==> src/rtl/sram_access_ctrl_if.sv <==
// Request/response bus between Mem2IO and the SRAM controller, plus the SRAM pin side.
// The slave modport is the controller's view; master is the surrounding system's view.
interface sram_access_ctrl_if;
    logic        req_rd;
    logic        req_wr;
    logic [15:0] addr;
    logic [15:0] wdata;
    logic [15:0] rdata;
    logic        ready;
    logic        busy;
    logic [19:0] ADDR;
    logic [15:0] Data_write;
    logic [15:0] Data_read;
    logic        Data_oe;
    logic        CE;
    logic        UB;
    logic        LB;
    logic        OE;
    logic        WE;

    modport slave (
        input  req_rd, req_wr, addr, wdata, Data_read,
        output rdata, ready, busy, ADDR, Data_write, Data_oe, CE, UB, LB, OE, WE
    );

    modport master (
        output req_rd, req_wr, addr, wdata, Data_read,
        input  rdata, ready, busy, ADDR, Data_write, Data_oe, CE, UB, LB, OE, WE
    );
endinterface

==> src/rtl/sram_access_ctrl.sv <==
// Sequences CE/OE/WE/UB/LB strobes for a 1Mx16 async SRAM with programmable wait states.
// All outputs decode from registered state so requests never reach the strobes combinationally.
module sram_access_ctrl #(
    parameter int unsigned RD_WAIT = 2,
    parameter int unsigned WR_WAIT = 2,
    parameter logic [3:0]  ADDR_HI = 4'h0
) (
    input logic              Clk,
    input logic              Reset,
    sram_access_ctrl_if.slave bus
);

    typedef enum logic [2:0] {
        StIdle,
        StRdAct,
        StWrSetup,
        StWrPulse,
        StWrHold,
        StDone
    } state_e;

    localparam logic [3:0] RdLoad = 4'(RD_WAIT - 1);
    localparam logic [3:0] WrLoad = 4'(WR_WAIT - 1);

    state_e      state_q, state_d;
    logic [3:0]  cnt_q, cnt_d;
    logic [15:0] addr_q, addr_d;
    logic [15:0] wdata_q, wdata_d;
    logic [15:0] rdata_q, rdata_d;

    always_ff @(posedge Clk or posedge Reset) begin
        if (Reset) begin
            state_q <= StIdle;
            cnt_q   <= 4'd0;
            addr_q  <= 16'h0000;
            wdata_q <= 16'h0000;
            rdata_q <= 16'h0000;
        end else begin
            state_q <= state_d;
            cnt_q   <= cnt_d;
            addr_q  <= addr_d;
            wdata_q <= wdata_d;
            rdata_q <= rdata_d;
        end
    end

    always_comb begin
        state_d = state_q;
        cnt_d   = cnt_q;
        addr_d  = addr_q;
        wdata_d = wdata_q;
        rdata_d = rdata_q;
        unique case (state_q)
            StIdle: begin
                // Read has priority; a simultaneous write is dropped, not queued.
                if (bus.req_rd) begin
                    addr_d  = bus.addr;
                    cnt_d   = RdLoad;
                    state_d = StRdAct;
                end else if (bus.req_wr) begin
                    addr_d  = bus.addr;
                    wdata_d = bus.wdata;
                    state_d = StWrSetup;
                end
            end
            StRdAct: begin
                if (cnt_q == 4'd0) begin
                    rdata_d = bus.Data_read;
                    state_d = StDone;
                end else begin
                    cnt_d = cnt_q - 4'd1;
                end
            end
            StWrSetup: begin
                cnt_d   = WrLoad;
                state_d = StWrPulse;
            end
            StWrPulse: begin
                if (cnt_q == 4'd0) begin
                    state_d = StWrHold;
                end else begin
                    cnt_d = cnt_q - 4'd1;
                end
            end
            StWrHold: state_d = StDone;
            StDone:   state_d = StIdle;
            default:  state_d = StIdle;
        endcase
    end

    always_comb begin
        bus.CE      = 1'b1;
        bus.UB      = 1'b1;
        bus.LB      = 1'b1;
        bus.OE      = 1'b1;
        bus.WE      = 1'b1;
        bus.Data_oe = 1'b0;
        bus.ready   = 1'b0;
        bus.busy    = (state_q != StIdle);
        unique case (state_q)
            StRdAct: begin
                bus.CE = 1'b0;
                bus.UB = 1'b0;
                bus.LB = 1'b0;
                bus.OE = 1'b0;
            end
            StWrSetup, StWrPulse, StWrHold: begin
                bus.CE      = 1'b0;
                bus.UB      = 1'b0;
                bus.LB      = 1'b0;
                bus.Data_oe = 1'b1;
                bus.WE      = (state_q == StWrPulse) ? 1'b0 : 1'b1;
            end
            StDone:  bus.ready = 1'b1;
            default: ;
        endcase
    end

    assign bus.ADDR       = {ADDR_HI, addr_q};
    assign bus.Data_write = wdata_q;
    assign bus.rdata      = rdata_q;

endmodule

==> src/flat_wrapper.sv <==
// flat-port wrapper written by rule: the top's interface ports become plain ports
module sram_access_ctrl_flat 
#(
    parameter int unsigned RD_WAIT = 2,
    parameter int unsigned WR_WAIT = 2,
    parameter logic [3:0]  ADDR_HI = 4'h0
)
  (Clk, Reset, bus_req_rd, bus_req_wr, bus_addr, bus_wdata, bus_Data_read, bus_rdata, bus_ready, bus_busy, bus_ADDR, bus_Data_write, bus_Data_oe, bus_CE, bus_UB, bus_LB, bus_OE, bus_WE);
  sram_access_ctrl_if bus_i ();
  input logic Clk;
  input logic Reset;
  input wire logic [$bits(bus_i.req_rd)-1:0] bus_req_rd;
  input wire logic [$bits(bus_i.req_wr)-1:0] bus_req_wr;
  input wire logic [$bits(bus_i.addr)-1:0] bus_addr;
  input wire logic [$bits(bus_i.wdata)-1:0] bus_wdata;
  input wire logic [$bits(bus_i.Data_read)-1:0] bus_Data_read;
  output wire logic [$bits(bus_i.rdata)-1:0] bus_rdata;
  output wire logic [$bits(bus_i.ready)-1:0] bus_ready;
  output wire logic [$bits(bus_i.busy)-1:0] bus_busy;
  output wire logic [$bits(bus_i.ADDR)-1:0] bus_ADDR;
  output wire logic [$bits(bus_i.Data_write)-1:0] bus_Data_write;
  output wire logic [$bits(bus_i.Data_oe)-1:0] bus_Data_oe;
  output wire logic [$bits(bus_i.CE)-1:0] bus_CE;
  output wire logic [$bits(bus_i.UB)-1:0] bus_UB;
  output wire logic [$bits(bus_i.LB)-1:0] bus_LB;
  output wire logic [$bits(bus_i.OE)-1:0] bus_OE;
  output wire logic [$bits(bus_i.WE)-1:0] bus_WE;
  assign bus_i.req_rd = bus_req_rd;
  assign bus_i.req_wr = bus_req_wr;
  assign bus_i.addr = bus_addr;
  assign bus_i.wdata = bus_wdata;
  assign bus_i.Data_read = bus_Data_read;
  assign bus_rdata = bus_i.rdata;
  assign bus_ready = bus_i.ready;
  assign bus_busy = bus_i.busy;
  assign bus_ADDR = bus_i.ADDR;
  assign bus_Data_write = bus_i.Data_write;
  assign bus_Data_oe = bus_i.Data_oe;
  assign bus_CE = bus_i.CE;
  assign bus_UB = bus_i.UB;
  assign bus_LB = bus_i.LB;
  assign bus_OE = bus_i.OE;
  assign bus_WE = bus_i.WE;
  sram_access_ctrl #(.RD_WAIT(RD_WAIT), .WR_WAIT(WR_WAIT), .ADDR_HI(ADDR_HI)) u_core (.Clk(Clk), .Reset(Reset), .bus(bus_i));
endmodule
==> config.mk <==
export PLATFORM = sky130hd
export DESIGN_NAME = sram_access_ctrl_flat
export DESIGN_NICKNAME = d
export VERILOG_FILES = /design/src/rtl/sram_access_ctrl_if.sv /design/src/rtl/sram_access_ctrl.sv /design/src/flat_wrapper.sv
export SDC_FILE = /design/constraint.sdc
export NUM_CORES = 1
export LEC_CHECK = 0
export ABC_AREA = 0
export BUFFER_PORTS_ARGS = -buffer_cell sky130_fd_sc_hd__buf_2
export CAP_MARGIN = 20
export CORE_UTILIZATION = 36
export CTS_CLUSTER_SIZE = 28
export DETAILED_ROUTE_END_ITERATION = 10
export REMOVE_ABC_BUFFERS = 1
export SLEW_MARGIN = 30
export SYNTH_ARGS = -nofsm -noshare
export SYNTH_HDL_FRONTEND = slang
export SYNTH_SLANG_ARGS = --single-unit
==> constraint.sdc <==
create_clock -name Clk -period 2.4 [get_ports Clk]
set_input_delay 0.24 -clock Clk [delete_from_list [all_inputs] [get_ports Clk]]
set_output_delay 0.24 -clock Clk [all_outputs]
set_load 0.02 [all_outputs]
==> results.md, run 1 <==
* Power per Cell Area at 1480 nW/um2
* Fmax at 504 MHz
* Largest net degree at the start of global routing at 23
* Die Ht at 82.4 um
* Final ANT Viol Nets at 0
* Worst vdd ir at 659 uV
* Hold-fix buffers, CTS at 1
* I/O pins at 112
* Core region area at 6060 um2
* Area delta synth->final at 28.2%
* CTS max path bufs at 2
* Cell Area, Synth at 2330 um2
* Leak pwr at 1.54 nW
* Kind of end point of the critical path: flop
* Htree depth at 2
* DIE AREA at 6790 um2
* Startpoint types: flop
* Port bufs at 107
* Crit path kind: reg -> reg
* Share of layout cells above drive strength 1 at 62.6%
* Fin util at 49.2%
* Average instance area after synthesis at 14.5 um2
* Final setup vio count at 0
* Post-DP HPWL at 3680 um
* Floorplan row count at 28
* Placed Instances at 336
* Tot GR Track Use at 15.4%
* CTS resizes at 0
* Hold WC Path Type: in -> reg
* Min Tclk post-route at 1.98 ns
* Reg clk slew, reported paths at 0.09 ns
* Register area share after synthesis at 59.2%
* Status: finished, final reports clean
* Number of synthesized flops with an enable pin at 0
* Top_reg_cell synth: dfrtp_1
* Clk Latency, worst-skew pair at 0.30 ns
* Count of cell types in the netlist at 34
* Req. time, crit path at 2.59 ns
* First-pass DRT Iterations at 4
* TritonCTS clock tree: built
* # nets final at 322
* Total wire length at 4870 um
* DR iter-0 viols at 66
* Final Max Tran Viols at 0
* Synth Instances at 160
* Clock buffer count from CTS at 5
* Initial antenna violation count at 0
* Diode count at 0
* Final period util at 82.7%
* Vias per cell at 4.62
* Final GP Congestion at 0.733
* Power Total at 4.42 mW
* Wire per inst at 14.1 um
* Hold Violations, Final at 0
* Starting Density at 38.4%
* Die width at 82.4 um
* Clock net sink count at 55
* Post-CTS Setup Bufs at 0
* Grt total ovfl at 0
* First-pass GRT wire length at 7680 um
* Drt drc at 0
* Total of warnings raised by yosys at 0
* Clk root buf: clkbuf_8
* Setup TNS at 0 ns
* Vias in the first global route at 1552
* Max_cap viols at 0
* Worst-path maximum fanout at 16
* Non-filler cells, final at 345
* Arrival @ worst endpoint at 2.18 ns
* Vias at 1595
* Fill cells at 594
* FFs w/ async S/R, synth at 100%
* Clock skew at 0.00453 ns
* FF+latch count, synth at 55
* RSZ-0062 raised after global routing: no
metrics by stage:
step                      worst slack, ns  cell area (um2)  hold slack [ns]
after CTS                           0.393             2980            0.146
after global routing                0.164             2980            0.141
after detailed placement            0.391             2890            0.241
after floorplan                     0.580             2240            0.384
after global placement              0.449             2890            0.242
final                               0.416             2980            0.157
registers in the layout, summed over array words and instances, names as in the netlist:
name	count
u_core.bus.Data_write	16
u_core.state_q	3
u_core.cnt_q	4
u_core.bus.rdata	16
u_core.addr_q	16
metal layers:
layer	share of wire, %	routed length, um	global-route usage (%)	up-vias
met2	54	2630	26.0	39
li1	-	-	-	765
met5	0	0	0	-
met4	2.0	97	6.49	0
met1	40	1960	19.0	783
met3	3.7	182	3.30	8
cell usage in the layout (no fill, tap or decap), drive strengths merged:
| cell | Yosys | routed |
|---|---|---|
| nor2 | 4 | 4 |
| nand4b | 1 | 1 |
| a21oi | 1 | 1 |
| nor3b | 1 | 1 |
| nand3 | 4 | 4 |
| o21ai | 7 | 7 |
| nand2b | 2 | 2 |
| a211oi | 1 | 1 |
| inv | 5 | 5 |
| and3 | 1 | 1 |
| or3b | 1 | 1 |
| buf | 11 | 110 |
| nor2b | 1 | 1 |
| nand3b | 1 | 1 |
| dfrtp | 55 | 55 |
| clkinv | 0 | 1 |
| mux2i | 1 | 1 |
| nand2 | 4 | 4 |
| o32ai | 1 | 1 |
| clkbuf | 1 | 7 |
| dlygate4sd3 | 0 | 1 |
| o21a | 1 | 1 |
| ha | 1 | 1 |
| and2b | 1 | 1 |
| mux2 | 48 | 48 |
| or3 | 1 | 1 |
| conb | 1 | 4 |
| o31ai | 1 | 1 |
| nor3 | 3 | 3 |
Yosys cell counts (2+ instances only):
library cell | instances | area share, %
dfrtp_1 | 55 | 59
buf_6 | 2 | 0.97
nor2_1 | 3 | 0.48
inv_1 | 5 | 0.81
mux2_4 | 10 | 6.5
buf_4 | 7 | 2.3
nand2_1 | 4 | 0.65
nand3_1 | 3 | 0.65
mux2_2 | 38 | 18
nor3_1 | 3 | 0.65
o21ai_0 | 7 | 1.5
power by group:
| group | total (mW) | switching [mW] | internal [mW] |
|---|---|---|---|
| Sequential | 1.67 | 0.273 | 1.40 |
| Combinational | 2.26 | 1.26 | 1.00 |
| Clock | 0.489 | 0.284 | 0.206 |
layout make-up:
cell class	instances	area, um2	area share [%]
clock buffers	7	76.3	2.56
clock inverters	1	5.00	0.168
inverters	5	18.8	0.629
multi-input cells	91	843	28.3
flip-flops and latches	55	1380	46.2
well taps	75	93.8	3.15
repair buffers	111	568	19.1
worst paths after layout:
check                           slack [ns]  depth (start not counted)              start             endpoint
worst min-delay path                  0.16                          2        bus_addr[3]     u_core.addr_q[3]
worst min register to register        0.51                          1  u_core.addr_q[15]    u_core.addr_q[15]
worst max register to register        0.42                          5    u_core.cnt_q[0]  u_core.bus.rdata[7]
min in group asynchronous             0.44                          3              Reset     u_core.addr_q[5]
worst max-delay path                  0.42                          5    u_core.cnt_q[0]  u_core.bus.rdata[7]
max in group asynchronous             1.34                          4              Reset  u_core.bus.rdata[5]
cells by family (layout without fill, tap and decap cells):
group	after synthesis	in the layout	synth area share, %
AO/OA/AOI/OAI	12	12	3.07
adder cells (fa/ha/maj)	1	1	0.538
buffers and inverters	17	124	5.06
flip-flops	55	55	59.2
multiplexers	49	49	25.3
other	1	4	0.161
AND/OR/NAND/NOR	25	25	6.72
critical path: stages, from the launching register on:
cell     delay, ns
dfrtp_1       0.41
inv_1         0.07
ha_1          0.20
nor3b_1       0.36
nand3_2       0.42
mux2_2        0.41
No activity file was read; power rests on OpenSTA's default activity.
==> run 2: changes to the inputs <==
Settings changed: ABC_AREA 0 to 1, PLACE_DENSITY from default to 0.65.
Clock period 2.4 ns to 1.63 ns, I/O delays scaled along.
==> results.md, run 2 <==
* Status: finished, final reports clean
* Commonest cells after routing, fill and taps aside: 107 x buf_2, 55 x inv_1, 52 x dfrtp_1
* Yosys top cell by area: dfrtp_1
* Total of warnings raised by yosys at 0
* Max_cap viols at 0
* Worst-path maximum fanout at 5
* Register area share after synthesis at 52.1%
* Fmax at 676 MHz
* Hold Violations, Final at 0
* Startpoint types: flop
* Tot GR Track Use at 14.1%
* Final Max Tran Viols at 0
* Cell Area, Synth at 2640 um2
* Initial antenna violation count at 0
* Switching part of the total at 45.2%
* DR iter-0 viols at 76
* Final ANT Viol Nets at 0
* RSZ-0062 raised after global routing: no
* First-pass DRT Iterations at 4
* Internal power at 3.78 mW
* Post-synth top cells: 56 x inv_1, 55 x dfrtp_1, 50 x nand2_1
* Setup TNS at 0 ns
* Switching power at 3.12 mW
* Clk root buf: clkbuf_8
* Leak pwr at 1.91 nW
* Vias at 2042
* Min Tclk post-route at 1.48 ns
* TritonCTS clock tree: built
* Relative slew slack at 41.9%
* Kind of end point of the critical path: output pin
* Clk Latency, worst-skew pair at 0.31 ns
* Htree depth at 2
* Vias per cell at 4.23
* Average instance area after synthesis at 9.54 um2
* Starting Density at 38.0%
* Reg power frac at 34.9%
* Post-DP HPWL at 3760 um
* Vias in the first global route at 1873
* Power per Cell Area at 2040 nW/um2
* FFs w/ async S/R, synth at 100%
* Top-area cell type share of the netlist area at 52.1%
* DIE AREA at 7680 um2
* Count of cell types in the netlist at 22
* Clock buffer count from CTS at 5
* First-pass GRT wire length at 8490 um
* Area delta synth->final at 28.1%
* Hold WC Path Type: in -> reg
* Clock skew at 0.0132 ns
* Comb pwr share at 51.9%
* CTS max path bufs at 2
* GRT busiest layer: met2
* Largest net degree at the start of global routing at 33
* Met2 Usage GRT at 22.9%
* Req. time, crit path at 1.47 ns
* FF+latch count, synth at 55
* Crit path kind: reg -> out
* Top_reg_cell synth: dfrtp_1
* Die Ht at 87.7 um
* Arrival @ worst endpoint at 1.32 ns
* Wire per inst at 10.5 um
* Total wire length at 5070 um
* Core region area at 6940 um2
* Final GP Congestion at 0.808
* Final setup vio count at 0
* Reg clk slew, reported paths at 0.11 ns
* Grt met3 use at 3.49%
* Diode count at 0
* Count leader, synth: inv_1
* Share of layout cells above drive strength 1 at 49.4%
* # nets final at 439
* Port bufs at 107
* M1 GR Usage at 18.7%
* Drt drc at 0
* I/O pins at 112
* Worst vdd ir at 686 uV
* Ranking of synthesized cells by area: dfrtp_1 52%, o21ai_2 14%, inv_1 8.0%, nand2_1 7.1%, nand2_2 3.3%
* Leading cell type in the layout, fill and taps excluded: buf_2
* Die width at 87.7 um
* Final period util at 90.8%
* Slew @ Worst Pin at 0.868 ns
* Floorplan row count at 30
* Fin util at 48.7%
* Grt total ovfl at 0
* Clk pwr share at 13.3%
* Number of synthesized flops with an enable pin at 0
* Clock net sink count at 55
* Synth Instances at 277
## run 2: cell types whose count changed after synthesis, moves of 4 or more
cell and change:
inv_1 +51, nand2_1 +46, o21ai_2 +42, mux2_2 -38, nand2_2 +14, mux2_4 -10
o21ai_1 +8, nand3_1 +5, nor2_1 +5, buf_6 +4
## run 2: cell type report
| cell class | count | area, um2 |
|---|---|---|
| sequential | 55 | 1380 |
| timing repair buffer | 114 | 628 |
| tap | 96 | 120 |
| fill | 694 | 3560 |
| clock inverter | 2 | 38.8 |
| multi-input combinational | 150 | 916 |
| clock buffer | 6 | 72.6 |
| inverter | 60 | 228 |
## run 2: kinds of logic (layout without fill, tap and decap cells)
kind of cell | Yosys count | in the layout | share of synthesized area (%)
other cells | 1 | 4 | 0.142
simple gates | 86 | 86 | 15.9
compound gates | 59 | 59 | 17.6
buf+inv | 75 | 182 | 13.7
flops | 55 | 55 | 52.1
fa+ha+maj | 1 | 1 | 0.474
## run 2: critical path, cell delays in order, from the launching register on
cell and delay [ns]:
dfrtp_2 0.45, nor2_4 0.19, nand2_1 0.09, nand2_1 0.09
nor2_2 0.04, buf_2 0.15
## run 2: per-stage QoR
| step | instance area, um2 | instances | setup slack [ns] | power (mW) | hold WS [ns] |
|---|---|---|---|---|---|
| floorplan | 2520 | 265 | 0.0513 | 4.86 | 0.296 |
| global placement | 3240 | 472 | 0.252 | 5.91 | 0.170 |
| detailed placement | 3240 | 472 | 0.224 | 5.99 | 0.171 |
| CTS | 3360 | 481 | 0.0136 | 6.94 | 0.0586 |
| global route | 3380 | 483 | 0.0451 | 7.46 | 0.0701 |
| finish | 3380 | 483 | 0.151 | 6.89 | 0.0749 |
## run 2: worst paths after layout
kind	slack, ns	to	cells past startpoint	from
max	0.15	bus_LB	5	u_core.state_q[0]
min	0.07	u_core.addr_q[10]	3	bus_addr[10]
max reg2reg	0.23	u_core.bus.rdata[13]	8	u_core.cnt_q[0]
min reg2reg	0.48	u_core.bus.Data_write[13]	2	u_core.bus.Data_write[13]
max in group asynchronous	0.65	u_core.bus.Data_write[9]	4	Reset
min in group asynchronous	0.37	u_core.bus.Data_write[10]	3	Reset
## run 2: power groups by stage
stage	sequential, mW	combinational, mW	clock (mW)
2_1_floorplan	3.11	1.76	0
4_1_cts	2.40	3.58	0.966
3_5_place_dp	2.41	3.57	0
5_1_grt	2.48	3.97	1.00
6_report	2.40	3.58	0.913
3_3_place_gp	2.41	3.50	0
## run 2: metal layers
| layer | part of all wire (%) | vias up |
|---|---|---|
| li1 | - | 1053 |
| met5 | 0 | - |
| met1 | 46 | 912 |
| met3 | 5.9 | 4 |
| met2 | 47 | 73 |
| met4 | 0.71 | 0 |
## run 2: what timing repair did
| action | CTS | global route |
|---|---|---|
| setup buffers | 0 | 2 |
| hold buffers | 1 | 0 |
| setup endpoints to repair | 0 | 5 |
| endpoints found under the hold margin | 15 | 0 |
| resized for setup | 0 | 4 |
==> run 3: changes to the inputs <==
Settings changed: MAX_ROUTING_LAYER from default to met4, SETUP_SLACK_MARGIN from default to 0.3, SKIP_CTS_REPAIR_TIMING from default to 1.
==> results.md, run 3 (synthesis results as in run 2) <==
* Crit path kind: reg -> out
* Die Ht at 87.7 um
* Final GP Congestion at 0.819
* Power per Cell Area at 2070 nW/um2
* Vias at 2222
* Placed cell area at 3240 um2
* Internal power at 4.45 mW
* Wire per inst at 12.4 um
* Setup TNS at 0 ns
* Switching power at 3.67 mW
* Startpoint types: flop
* Htree depth at 2
* Diode count at 0
* Post-DP HPWL at 3760 um
* Final Max Tran Viols at 0
* I/O pins at 112
* First-pass DRT Iterations at 4
* Clk Latency, worst-skew pair at 0.31 ns
* Fill cells at 636
* Area of the multi-input gates at 1200 um2
* Clk root buf: clkbuf_8
* Drt drc at 0
* Die width at 87.7 um
* Vias per cell at 4.42
* Final ANT Viol Nets at 0
* Comb pwr share at 57.1%
* Worst vdd ir at 756 uV
* # nets final at 459
* Area delta synth->final at 48.6%
* Kind of end point of the critical path: output pin
* Post-route setup slack at 0.145 ns
* Arrival @ worst endpoint at 1.32 ns
* Hold Violations, Final at 0
* Status: finished, final reports clean
* Pre-CTS WS at 0.224 ns
* Leak pwr at 2.11 nW
* Worst-path maximum fanout at 4
* Sequential cell area at 1380 um2
* Core region area at 6940 um2
* Leading cell type in the layout, fill and taps excluded: buf_2
* Max_cap viols at 0
* Initial antenna violation count at 0
* Fin util at 56.5%
* TritonCTS clock tree: built
* Tot GR Track Use at 14.5%
* Final period util at 91.1%
* Reg power frac at 31.6%
* CTS max path bufs at 2
* Req. time, crit path at 1.47 ns
* Share of layout cells above drive strength 1 at 58.5%
* Min Tclk post-route at 1.48 ns
* DR iter-0 viols at 51
* Port bufs at 107
* Clock buffer count from CTS at 5
* First-pass GRT wire length at 8490 um
* Floorplan row count at 30
* Grt total ovfl at 0
* Starting Density at 38.0%
* Commonest cells after routing, fill and taps aside: 101 x buf_2, 52 x inv_1, 52 x dfrtp_1
* Total wire length at 6230 um
* Fmax at 674 MHz
* Hold_ws at 0.0743 ns
* Finished layout cell area at 3920 um2
* RSZ-0062 raised after global routing: yes
* DIE AREA at 7680 um2
* Largest net degree at the start of global routing at 33
* Switching part of the total at 45.2%
* Final setup vio count at 0
* Clock net sink count at 55
* Clk pwr share at 11.4%
* Hold WC Path Type: in -> reg
* Reg clk slew, reported paths at 0.11 ns
* Vias in the first global route at 1877
* Clock skew at 0.0128 ns
==> run 3: changes by cell type in the layout (fill, tap and decap cells not counted), sizes merged <==
cell    delta
buf       +13
clkbuf     +4
clkinv     +1
inv        -1
o21ai      +3
==> run 3: layer usage <==
layer / vias to the layer above / wire, um / track usage [%]
met2: 73 / 3140 / 22.9
met4: 0 / 21 / 4.02
li1: 1105 / - / -
met5: - / 0 / -
met1: 1042 / 2820 / 18.9
met3: 2 / 257 / 3.11
==> run 3: final timing paths <==
| kind | slack [ns] | from | endpoint | cells past startpoint |
|---|---|---|---|---|
| max in group asynchronous | 0.65 | Reset | u_core.bus.Data_write[9] | 4 |
| worst min-delay path | 0.07 | bus_addr[10] | u_core.addr_q[10] | 3 |
| worst min register to register | 0.49 | u_core.addr_q[4] | u_core.addr_q[4] | 2 |
| min in group asynchronous | 0.37 | Reset | u_core.bus.Data_write[10] | 3 |
| worst max-delay path | 0.15 | u_core.state_q[0] | bus_LB | 5 |
| worst max register to register | 0.21 | u_core.state_q[2] | u_core.bus.Data_write[3] | 7 |
==> run 3: power by group through the flow <==
stage                     registers [mW]  clock network (mW)  logic, mW
after floorplan                     3.11                   0       1.76
after global placement              2.41                   0       3.50
after detailed placement            2.41                   0       3.57
after CTS                           2.40               0.966       3.58
after global routing                2.65                1.01       5.03
final                               2.56               0.923       4.64
==> run 3: per-stage QoR <==
| step | instances | power (mW) |
|---|---|---|
| 6_report | 503 | 8.12 |
| 3_3_place_gp | 472 | 5.91 |
| 3_5_place_dp | 472 | 5.99 |
| 5_1_grt | 503 | 8.68 |
| 2_1_floorplan | 265 | 4.86 |
| 4_1_cts | 480 | 6.94 |
==> run 3: cell type report <==
type | instances | area share (%)
Sequential cell | 55 | 35.2
Clock inverter | 2 | 0.989
Timing Repair Buffer | 131 | 22.3
Clock buffer | 6 | 1.85
Multi-Input combinational cell | 153 | 30.6
Tap cell | 96 | 3.06
Inverter | 60 | 6.06
==> run 3: worst max-delay path: stages, from the launching register on <==
cell,delay (ns)
dfrtp_2,0.46
nor2_1,0.18
nand2_2,0.11
nand2_2,0.10
nor2_4,0.05
buf_6,0.12
